File: src/rtl/mem_lsu.sv
// Load/store unit between EX/MEM and MEM/WB: runs one data-bus transaction per memory op
// and stalls upstream until the bus acknowledges. Misaligned accesses raise an exception instead.
module mem_lsu (
    input  logic        clk,
    input  logic        rst,
    input  logic        ex_valid,
    input  logic [4:0]  ex_wd,
    input  logic        ex_wreg,
    input  logic [31:0] ex_wdata,
    input  logic [31:0] ex_pc,
    input  logic [7:0]  ex_aluop,
    input  logic [31:0] ex_mem_addr,
    input  logic [31:0] ex_store_data,
    output logic        stall_req,
    output logic        mem_valid,
    output logic [4:0]  mem_wd,
    output logic        mem_wreg,
    output logic [31:0] mem_wdata,
    output logic [31:0] mem_pc,
    output logic [7:0]  mem_aluop,
    output logic        misalign_exc,
    output logic        dbus_req,
    output logic        dbus_we,
    output logic [3:0]  dbus_sel,
    output logic [31:0] dbus_addr,
    output logic [31:0] dbus_wdata,
    input  logic        dbus_ack,
    input  logic [31:0] dbus_rdata
);

    localparam int unsigned XLEN  = 32;
    localparam int unsigned REG_W = 5;
    localparam int unsigned OP_W  = 8;

    localparam logic [OP_W-1:0] OP_LB  = 8'h20;
    localparam logic [OP_W-1:0] OP_LH  = 8'h21;
    localparam logic [OP_W-1:0] OP_LW  = 8'h23;
    localparam logic [OP_W-1:0] OP_LBU = 8'h24;
    localparam logic [OP_W-1:0] OP_LHU = 8'h25;
    localparam logic [OP_W-1:0] OP_SB  = 8'h28;
    localparam logic [OP_W-1:0] OP_SH  = 8'h29;
    localparam logic [OP_W-1:0] OP_SW  = 8'h2B;

    typedef enum logic {IDLE, BUSY} state_t;

    state_t            state_q;
    logic              mem_valid_q, mem_wreg_q, misalign_q;
    logic [REG_W-1:0]  mem_wd_q, lat_wd_q;
    logic [XLEN-1:0]   mem_wdata_q, mem_pc_q, lat_pc_q;
    logic [OP_W-1:0]   mem_aluop_q, lat_aluop_q;
    logic              lat_wreg_q;
    logic [1:0]        lat_off_q;
    logic              dbus_req_q, dbus_we_q;
    logic [3:0]        dbus_sel_q;
    logic [XLEN-1:0]   dbus_addr_q, dbus_wdata_q;

    logic              is_load_c, is_store_c, is_mem_c, aligned_c;
    logic [3:0]        sel_c;
    logic [XLEN-1:0]   st_data_c, load_data_c;
    logic [7:0]        lane_b_c;
    logic [15:0]       lane_h_c;

    // Decode the incoming op: class, alignment, byte lanes and replicated store data.
    always_comb begin
        is_load_c  = 1'b0;
        is_store_c = 1'b0;
        aligned_c  = 1'b1;
        sel_c      = 4'b1111;
        st_data_c  = ex_store_data;
        case (ex_aluop)
            OP_LB, OP_LBU, OP_SB: begin
                sel_c     = 4'b1000 >> ex_mem_addr[1:0];
                st_data_c = {4{ex_store_data[7:0]}};
            end
            OP_LH, OP_LHU, OP_SH: begin
                aligned_c = ~ex_mem_addr[0];
                sel_c     = ex_mem_addr[1] ? 4'b0011 : 4'b1100;
                st_data_c = {2{ex_store_data[15:0]}};
            end
            OP_LW, OP_SW: aligned_c = (ex_mem_addr[1:0] == 2'b00);
            default: ;
        endcase
        case (ex_aluop)
            OP_LB, OP_LH, OP_LW, OP_LBU, OP_LHU: is_load_c  = 1'b1;
            OP_SB, OP_SH, OP_SW:                 is_store_c = 1'b1;
            default: ;
        endcase
        is_mem_c = is_load_c | is_store_c;
    end

    // Extract the addressed big-endian lane from read data and extend it.
    always_comb begin
        lane_b_c    = 8'h00;
        lane_h_c    = lat_off_q[1] ? dbus_rdata[15:0] : dbus_rdata[31:16];
        load_data_c = dbus_rdata;
        case (lat_off_q)
            2'd0:    lane_b_c = dbus_rdata[31:24];
            2'd1:    lane_b_c = dbus_rdata[23:16];
            2'd2:    lane_b_c = dbus_rdata[15:8];
            default: lane_b_c = dbus_rdata[7:0];
        endcase
        case (lat_aluop_q)
            OP_LB:   load_data_c = {{(XLEN-8){lane_b_c[7]}}, lane_b_c};
            OP_LBU:  load_data_c = {{(XLEN-8){1'b0}}, lane_b_c};
            OP_LH:   load_data_c = {{(XLEN-16){lane_h_c[15]}}, lane_h_c};
            OP_LHU:  load_data_c = {{(XLEN-16){1'b0}}, lane_h_c};
            default: load_data_c = dbus_rdata;
        endcase
    end

    assign stall_req = rst & (((state_q == IDLE) & ex_valid & is_mem_c & aligned_c) |
                              ((state_q == BUSY) & ~dbus_ack));

    always_ff @(posedge clk or negedge rst) begin
        if (!rst) begin
            state_q      <= IDLE;
            mem_valid_q  <= 1'b0;
            mem_wd_q     <= '0;
            mem_wreg_q   <= 1'b0;
            mem_wdata_q  <= '0;
            mem_pc_q     <= '0;
            mem_aluop_q  <= '0;
            misalign_q   <= 1'b0;
            dbus_req_q   <= 1'b0;
            dbus_we_q    <= 1'b0;
            dbus_sel_q   <= '0;
            dbus_addr_q  <= '0;
            dbus_wdata_q <= '0;
            lat_wd_q     <= '0;
            lat_wreg_q   <= 1'b0;
            lat_pc_q     <= '0;
            lat_aluop_q  <= '0;
            lat_off_q    <= '0;
        end else begin
            misalign_q <= 1'b0;
            case (state_q)
                IDLE: begin
                    mem_valid_q <= 1'b0;
                    if (ex_valid) begin
                        mem_wd_q    <= ex_wd;
                        mem_pc_q    <= ex_pc;
                        mem_aluop_q <= ex_aluop;
                        if (!is_mem_c) begin
                            mem_valid_q <= 1'b1;
                            mem_wreg_q  <= ex_wreg;
                            mem_wdata_q <= ex_wdata;
                        end else if (!aligned_c) begin
                            mem_valid_q <= 1'b1;
                            mem_wreg_q  <= 1'b0;
                            mem_wdata_q <= ex_mem_addr;
                            misalign_q  <= 1'b1;
                        end else begin
                            state_q      <= BUSY;
                            dbus_req_q   <= 1'b1;
                            dbus_we_q    <= is_store_c;
                            dbus_sel_q   <= sel_c;
                            dbus_addr_q  <= {ex_mem_addr[31:2], 2'b00};
                            dbus_wdata_q <= st_data_c;
                            lat_wd_q     <= ex_wd;
                            lat_wreg_q   <= ex_wreg;
                            lat_pc_q     <= ex_pc;
                            lat_aluop_q  <= ex_aluop;
                            lat_off_q    <= ex_mem_addr[1:0];
                        end
                    end
                end
                default: begin
                    mem_valid_q <= 1'b0;
                    if (dbus_ack) begin
                        state_q     <= IDLE;
                        dbus_req_q  <= 1'b0;
                        mem_valid_q <= 1'b1;
                        mem_wd_q    <= lat_wd_q;
                        mem_pc_q    <= lat_pc_q;
                        mem_aluop_q <= lat_aluop_q;
                        mem_wreg_q  <= dbus_we_q ? 1'b0 : lat_wreg_q;
                        mem_wdata_q <= dbus_we_q ? '0 : load_data_c;
                    end
                end
            endcase
        end
    end

    assign mem_valid    = mem_valid_q;
    assign mem_wd       = mem_wd_q;
    assign mem_wreg     = mem_wreg_q;
    assign mem_wdata    = mem_wdata_q;
    assign mem_pc       = mem_pc_q;
    assign mem_aluop    = mem_aluop_q;
    assign misalign_exc = misalign_q;
    assign dbus_req     = dbus_req_q;
    assign dbus_we      = dbus_we_q;
    assign dbus_sel     = dbus_sel_q;
    assign dbus_addr    = dbus_addr_q;
    assign dbus_wdata   = dbus_wdata_q;

endmodule

File: config.mk
export PLATFORM = sky130hd
export DESIGN_NAME = mem_lsu
export DESIGN_NICKNAME = d
export VERILOG_FILES = /design/src/rtl/mem_lsu.sv
export SDC_FILE = /design/constraint.sdc
export NUM_CORES = 1
export LEC_CHECK = 0
export CAP_MARGIN = 20
export CELL_PAD_IN_SITES_DETAIL_PLACEMENT = 0
export CELL_PAD_IN_SITES_GLOBAL_PLACEMENT = 1
export CORE_MARGIN = 8
export CORE_UTILIZATION = 50
export CTS_BUF_LIST = sky130_fd_sc_hd__clkbuf_8
export DETAILED_ROUTE_END_ITERATION = 8
export DONT_BUFFER_PORTS = 1
export PLACE_DENSITY_LB_ADDON = 0.1
export RECOVER_POWER = 25
export SETUP_SLACK_MARGIN = 0.02
export SYNTH_ARGS = -nofsm -noshare
export SYNTH_HDL_FRONTEND = slang
export SYNTH_SLANG_ARGS = --single-unit
File: constraint.sdc
create_clock -name clk -period 2.25 [get_ports clk]
set_input_delay 0.3375 -clock clk [delete_from_list [all_inputs] [get_ports clk]]
set_output_delay 0.3375 -clock clk [all_outputs]
set_load 0.02 [all_outputs]
# Yosys cells after proc, flatten, opt, wreduce, memory -nomap -nowiden
# Index checks and enable logic that the tools add are counted.
[classes]
reduce_logical = 14
n_bitwise = 10
n_mux = 48
eq_ne = 16
n_shift = 1
[ops]
columns = ["cell", "count"]
rows = [
  ["two-way mux 32 bit", 9],
  ["case mux 32 bit (4 select lines)", 1],
  ["== test 8 x 6 -> 1 bit, second input constant", 12],
  ["case mux 32 bit (2 select lines)", 1],
  ["two-way mux 1 bit", 26],
  ["two-way mux 8 bit", 3],
  ["case mux 8 bit (3 select lines)", 1],
  ["two-way mux 16 bit", 1],
  ["two-way mux 5 bit", 3],
  ["OR reduction 3 bit", 3],
  ["case mux 4 bit (2 select lines)", 1],
  ["AND reduction 4 bit", 2],
  ["nonzero test 2 bit", 3],
  ["AND 1 bit", 5],
  ["OR reduction 5 bit", 1],
  ["logical NOT 2 bit", 2],
  ["two-way mux 4 bit", 1],
  ["right shift 4 x 2 -> 4 bit, first input constant", 1],
  ["inequality test 3 bit, second input constant", 1],
  ["inverter 1 bit", 3],
  ["AND reduction 3 bit", 1],
  ["== test 2 x 1 -> 1 bit, second input constant", 1],
  ["== test 2 bit, second input constant", 1],
  ["inequality test 2 bit, second input constant", 1],
  ["other kinds (4)", 5],
]
[word_totals]
input_bits = 178
word_cells = 107
output_inout_bits = 151
register_bits = 197

# Longest topological paths before layout
[depth]
word_depth = 8
ltp_mapped = 9
mapped_depth_nobuf = 5

# Least setup slack after synthesis
# No wires, ideal clock.
[synth_path]
kind = "input port to output port"
from = "in ex_aluop[4]"
to = "out stall_req"
path_buffers = 2
cell_stages = 7
path_slack_ns = 0.002
arrival_ns = 1.910
t_required_ns = 1.913
path_cell_list = "or4b_4 nor3_4 nand3_1 buf_2 buf_2 o21ai_0 and2_1"
[synth_between]
elab_chain_cells = 8
word_cells_on_any_way = 20
cone_classes = "eq/ne: 8; mux: 3; bitwise: 5; reduce/logical: 4"
[synth_lines]
columns = ["item", "line_no", "text"]
rows = [
  ["start, declared", "11", "input logic [7:0] ex_aluop,"],
  ["== test 8 x 6 -> 1 bit, on equally long branches", "83, 70", ""],
  ["OR reduction 5 bit / OR reduction 3 bit (equally long branches)", "83", "case (ex_aluop)"],
  ["two-way mux 1 bit", "83", ""],
  ["OR 1 bit", "88", "is_mem_c = is_load_c | is_store_c;"],
  ["AND 1 bit", "111", "assign stall_req = rst & (((state_q == IDLE) & ex_valid & is_mem_c & aligned_c) |"],
  ["AND 1 bit (*)", "111", ""],
  ["OR 1 bit (*)", "111", ""],
  ["AND 1 bit (*)", "111", ""],
  ["end, declared", "14", "output logic stall_req,"],
]
# Every way passes the cells marked *; elsewhere a longest branch is shown, timed or not.

# Worst setup path in the final report
# Ends and elaborated chain as after synthesis.

==> results.env <==
PLACE.GP.CONGESTION=0.778
WORST_PATH_ARRIVAL_TIME_NS=1.82
FIN_HOLD_WS_NS=-0.444
GR-USAGE-MET2=0.387
DRIVE_ABOVE_1_SHARE=0.176
DIE_AREA_UM2=23200
NUMBER_OF_ANTENNA_VIOLATIONS_AT_THE_FIRST_CHECK_IN_GLOBAL_ROUTING=2
HOLD_BUFFERS=82
DR.PASS1.ITERS=5
SYNTH-SEQ-AREA-SHARE=0.530
ADDER_CELL_AREA_SHARE_OF_THE_YOSYS_NETLIST=0
CRITPATHMAXFANOUT=5
FINALCLOCKSKEW_NS=0.0126
PATH_CLASS='in -> out'
FIRST_GLOBAL_VIAS=6981
INSERTION_DELAY_NS=0.46
BUFFER_PORTS.INSERTED=0
TRITONCTS='done'
CLK_ROOT_BUFFER_CELL='sky130_fd_sc_hd__clkbuf_8'
NETLIST_AREA_UM2=9300
PLACEMENT.SETUP.WORST_SLACK_NS=-0.0435
FINAL_MAX_SLEW_VIOL_COUNT=0
CTS_BUFFERS=17
CLKSINKCOUNT=197
DIE-HEIGHT_UM=152
DETAILED_ROUTE_ITER0_VIOLATIONS=260
SYNTHTOPCELLSBYAREA='sky130_fd_sc_hd__dfrtp_1 (53%), sky130_fd_sc_hd__mux2_2 (11%), sky130_fd_sc_hd__mux2i_1 (11%)'
WORST_SETUP_PATH_END_KIND='output pin'
YS_FF_LATCH=197
POST_SYNTH_MUX_AREA_SHARE=0.222
SETUP_TNS_NS=0
DP.CELLS=1037
PLACEMENTROWS=50
WORST_HOLD_PATH_TYPE='in -> async'
AREA_GROWTH_SYN_TO_LAYOUT_PCT=16.1
OUTCOME='finished with violations'
LAYOUT_COMMONEST_CELL='sky130_fd_sc_hd__dfrtp_1'
SYNTH_ENABLE_FLOP_CELLS=0
YOSYSUNIQUECELLTYPES=47
SYNTH-COMPOUND-AREA-SHARE=0.127
SYNTH_TOP_AREA_CELL='sky130_fd_sc_hd__dfrtp_1'
CLOCK_PIN_SLEW_REPORTED_FOR_THE_WORST_SETUP_AND_HOLD_PATHS_AFTER_CLOCK_TREE_SYNTHESIS_NS=0.10
POWER_DENSITY_OVER_CELL_AREA_nW_PER_UM2=787
MAXSLEWHEADROOM=0.589
GRT_USE_MET3=0.103
SYNTHXORXNORAREAFRAC=0
CHIP_WIDTH_UM=152
HTREEDEPTH=4
FMAX_MHz=465
START_KIND='input pin'
SYNTH_FF_TYPE='sky130_fd_sc_hd__dfrtp_1'
ASYNC_FLOP_SHARE=1.00
ROUTE.ANTENNA.REMAINING_NETS=0
ROUTED_WIRELENGTH_MM=27.0
SYNTHDOMINANTCELLAREASHARE=0.530
SYNTHCELLS=844
FINAL_NET_COUNT=1082
FINAL_CELL_MIX='sky130_fd_sc_hd__dfrtp_1 (196), sky130_fd_sc_hd__o21ai_0 (105), sky130_fd_sc_hd__mux2i_1 (99), sky130_fd_sc_hd__mux2_2 (93), sky130_fd_sc_hd__nand2_1 (89)'
DRC_VIOLATIONS_LEFT=0
CRIT_PATH_CELL_TRACE='or4b_4, buf_4, nor3_4, nand3_4, o21ai_1, and2_4'
FIRST_PASS_GRT_WIRE_LENGTH_MM=41.5
FLOORPLAN.INITIALDENSITY=0.504
DESIGN.PORTCOUNT=329
NUM_VIAS=6638
VIOLATIONS='negative hold slack'
WORST_PIN_SLEW_NS=0.617
TIMING.FINAL.HOLD_VIOLATIONS=197
SYNTH_TOP_FAMILY_BY_AREA='multiplexers'
GRT_BUSIEST_LAYER='met2'
LEAKAGE_nW=4.84
MAX_CAP_VIOL_COUNT=0
DRT-WIRELENGTH-PER-CELL_UM=23.5
DETAIL_ROUTE.VIAS_PER_CELL=5.76
CP_SLOWEST_CELL='sky130_fd_sc_hd__or4b_4'
TOTALPOWERFINAL_mW=8.49
POST_SYNTH_AND_OR_NAND_NOR_AREA_FRACTION=0.0867
CORE_AREA_UM2=18500
IR_DROP_mV=0.452
SETUP_VIOLATIONS=0
CPPEAKSTAGEDELAY_NS=0.54
GRT_MAX_DEGREE=199
FINAL.PERIOD_UTILIZATION=0.957
TIMING.CRITICAL_PATH.REQUIRED_NS=1.91
GRT_SETUP_UNREPAIRED='no'
CTS_MAX_PATH_BUFFERS=2
SYNTHESIS.YOSYS.WARNINGS=0
AVGSYNTHCELLAREA_UM2=11.0
FILLERS=1567
DP_HPWL_MM=18.8
CTS_POST_SETUP_BUFFERS_INSERTED=0
GLOBALROUTETOTALUTIL=0.228
MET1_USAGE=0.253
GRT.OVERFLOW.TOTAL=0
FINALWORSTSETUPSLACK_NS=0.0974
LAYOUTNONFILLERINSTCOUNT=1152
PERIOD_MINUS_SLACK_NS=2.15
## routing by layer
| metal | share of wire | vias up |
|---|---|---|
| li1 | - | 3107 |
| met1 | 0.38 | 3243 |
| met2 | 0.49 | 256 |
| met3 | 0.10 | 32 |
| met4 | 0.019 | 0 |
| met5 | 0 | - |
## kinds of logic after synthesis
logic type      after synthesis
other cells                   1
simple gates                182
mux                         193
buf+inv                      67
compound gates              204
flops                       197
## area by class of cell
| type | instances | area [um2] | area share |
|---|---|---|---|
| repair buffers | 104 | 1060 | 0.0983 |
| clock buffers | 17 | 234 | 0.0217 |
| inverters | 3 | 15.0 | 0.00139 |
| diodes | 2 | 5.00 | 0.000464 |
| clock inverters | 14 | 140 | 0.0130 |
| flip-flops and latches | 197 | 4930 | 0.457 |
| well taps | 234 | 293 | 0.0271 |
| multi-input cells | 581 | 4110 | 0.381 |
## flip-flops by register name, summed over array words and instances, names as in the netlist, 4 cells and up
register,count
lat_wd_q,5
dbus_addr,30
dbus_wdata,32
mem_wdata,32
mem_aluop,8
dbus_sel,4
lat_pc_q,32
lat_aluop_q,8
mem_wd,5
mem_pc,32
## power by group
group	switching [mW]	internal (mW)	total [mW]
logic	0.575	0.693	1.27
clock network	1.36	0.815	2.17
registers	0.961	4.09	5.05
## timing repair
action	CTS	global route
hold endpoints to repair	279	197
endpoints found under the setup margin	4	1
resized for setup	2	4
## path summary, 6_finish.rpt
path                                            start                       end  slack [ns]  cells after the start
max                                       ex_aluop[4]                 stall_req         0.1                      6
min reg2reg                  lat_pc_q[28]$_DFFE_PN0P_  lat_pc_q[28]$_DFFE_PN0P_        0.51                      1
max in group asynchronous                         rst         state_q$_DFF_PN0_        2.42                      0
min in group clk                             ex_pc[3]   lat_pc_q[3]$_DFFE_PN0P_        0.04                      1
max reg2reg                lat_aluop_q[1]$_DFFE_PN0P_  mem_wdata[7]$_DFFE_PN0P_        0.20                      7
min                                               rst  lat_pc_q[24]$_DFFE_PN0P_       -0.44                      0
## through the flow
stage          utilization  instance area (um2)
4_1_cts              0.584                10800
2_1_floorplan            -                 9300
5_1_grt              0.585                10800
6_report             0.585                10800
3_3_place_gp         0.519                 9570
3_5_place_dp         0.519                 9570
## synth_stat cells (2+ instances only)
| library cell | instances |
|---|---|
| sky130_fd_sc_hd__mux2_2 | 93 |
| sky130_fd_sc_hd__a21oi_1 | 38 |
| sky130_fd_sc_hd__buf_4 | 2 |
| sky130_fd_sc_hd__o22a_1 | 9 |
| sky130_fd_sc_hd__o211ai_1 | 5 |
| sky130_fd_sc_hd__and3_1 | 11 |
| sky130_fd_sc_hd__inv_1 | 3 |
| sky130_fd_sc_hd__buf_1 | 7 |
| sky130_fd_sc_hd__buf_2 | 20 |
| sky130_fd_sc_hd__o21ai_0 | 106 |
| sky130_fd_sc_hd__a211o_1 | 2 |
| sky130_fd_sc_hd__dfrtp_1 | 197 |
| sky130_fd_sc_hd__and2_1 | 5 |
| sky130_fd_sc_hd__a31oi_1 | 9 |
| sky130_fd_sc_hd__buf_6 | 4 |
| sky130_fd_sc_hd__mux2i_1 | 99 |
| sky130_fd_sc_hd__a22oi_1 | 2 |
| sky130_fd_sc_hd__o221ai_1 | 2 |
| sky130_fd_sc_hd__nor3_1 | 10 |
| sky130_fd_sc_hd__nand2_1 | 89 |
| sky130_fd_sc_hd__o21a_1 | 19 |
| sky130_fd_sc_hd__clkbuf_1 | 31 |
| sky130_fd_sc_hd__nor2b_1 | 5 |
| sky130_fd_sc_hd__nand2b_1 | 2 |
| sky130_fd_sc_hd__nor2_1 | 49 |
| sky130_fd_sc_hd__a211oi_1 | 2 |
| sky130_fd_sc_hd__nand3_1 | 3 |
## worst max-delay path, delay by kind of cell
kind / cells / cell delay (ns)
AO/OA/AOI/OAI: 1 / 0.15
AND/OR/NAND/NOR: 4 / 1.13
buffers and inverters: 1 / 0.18
Note: power is estimated with default switching activity, not from simulation.
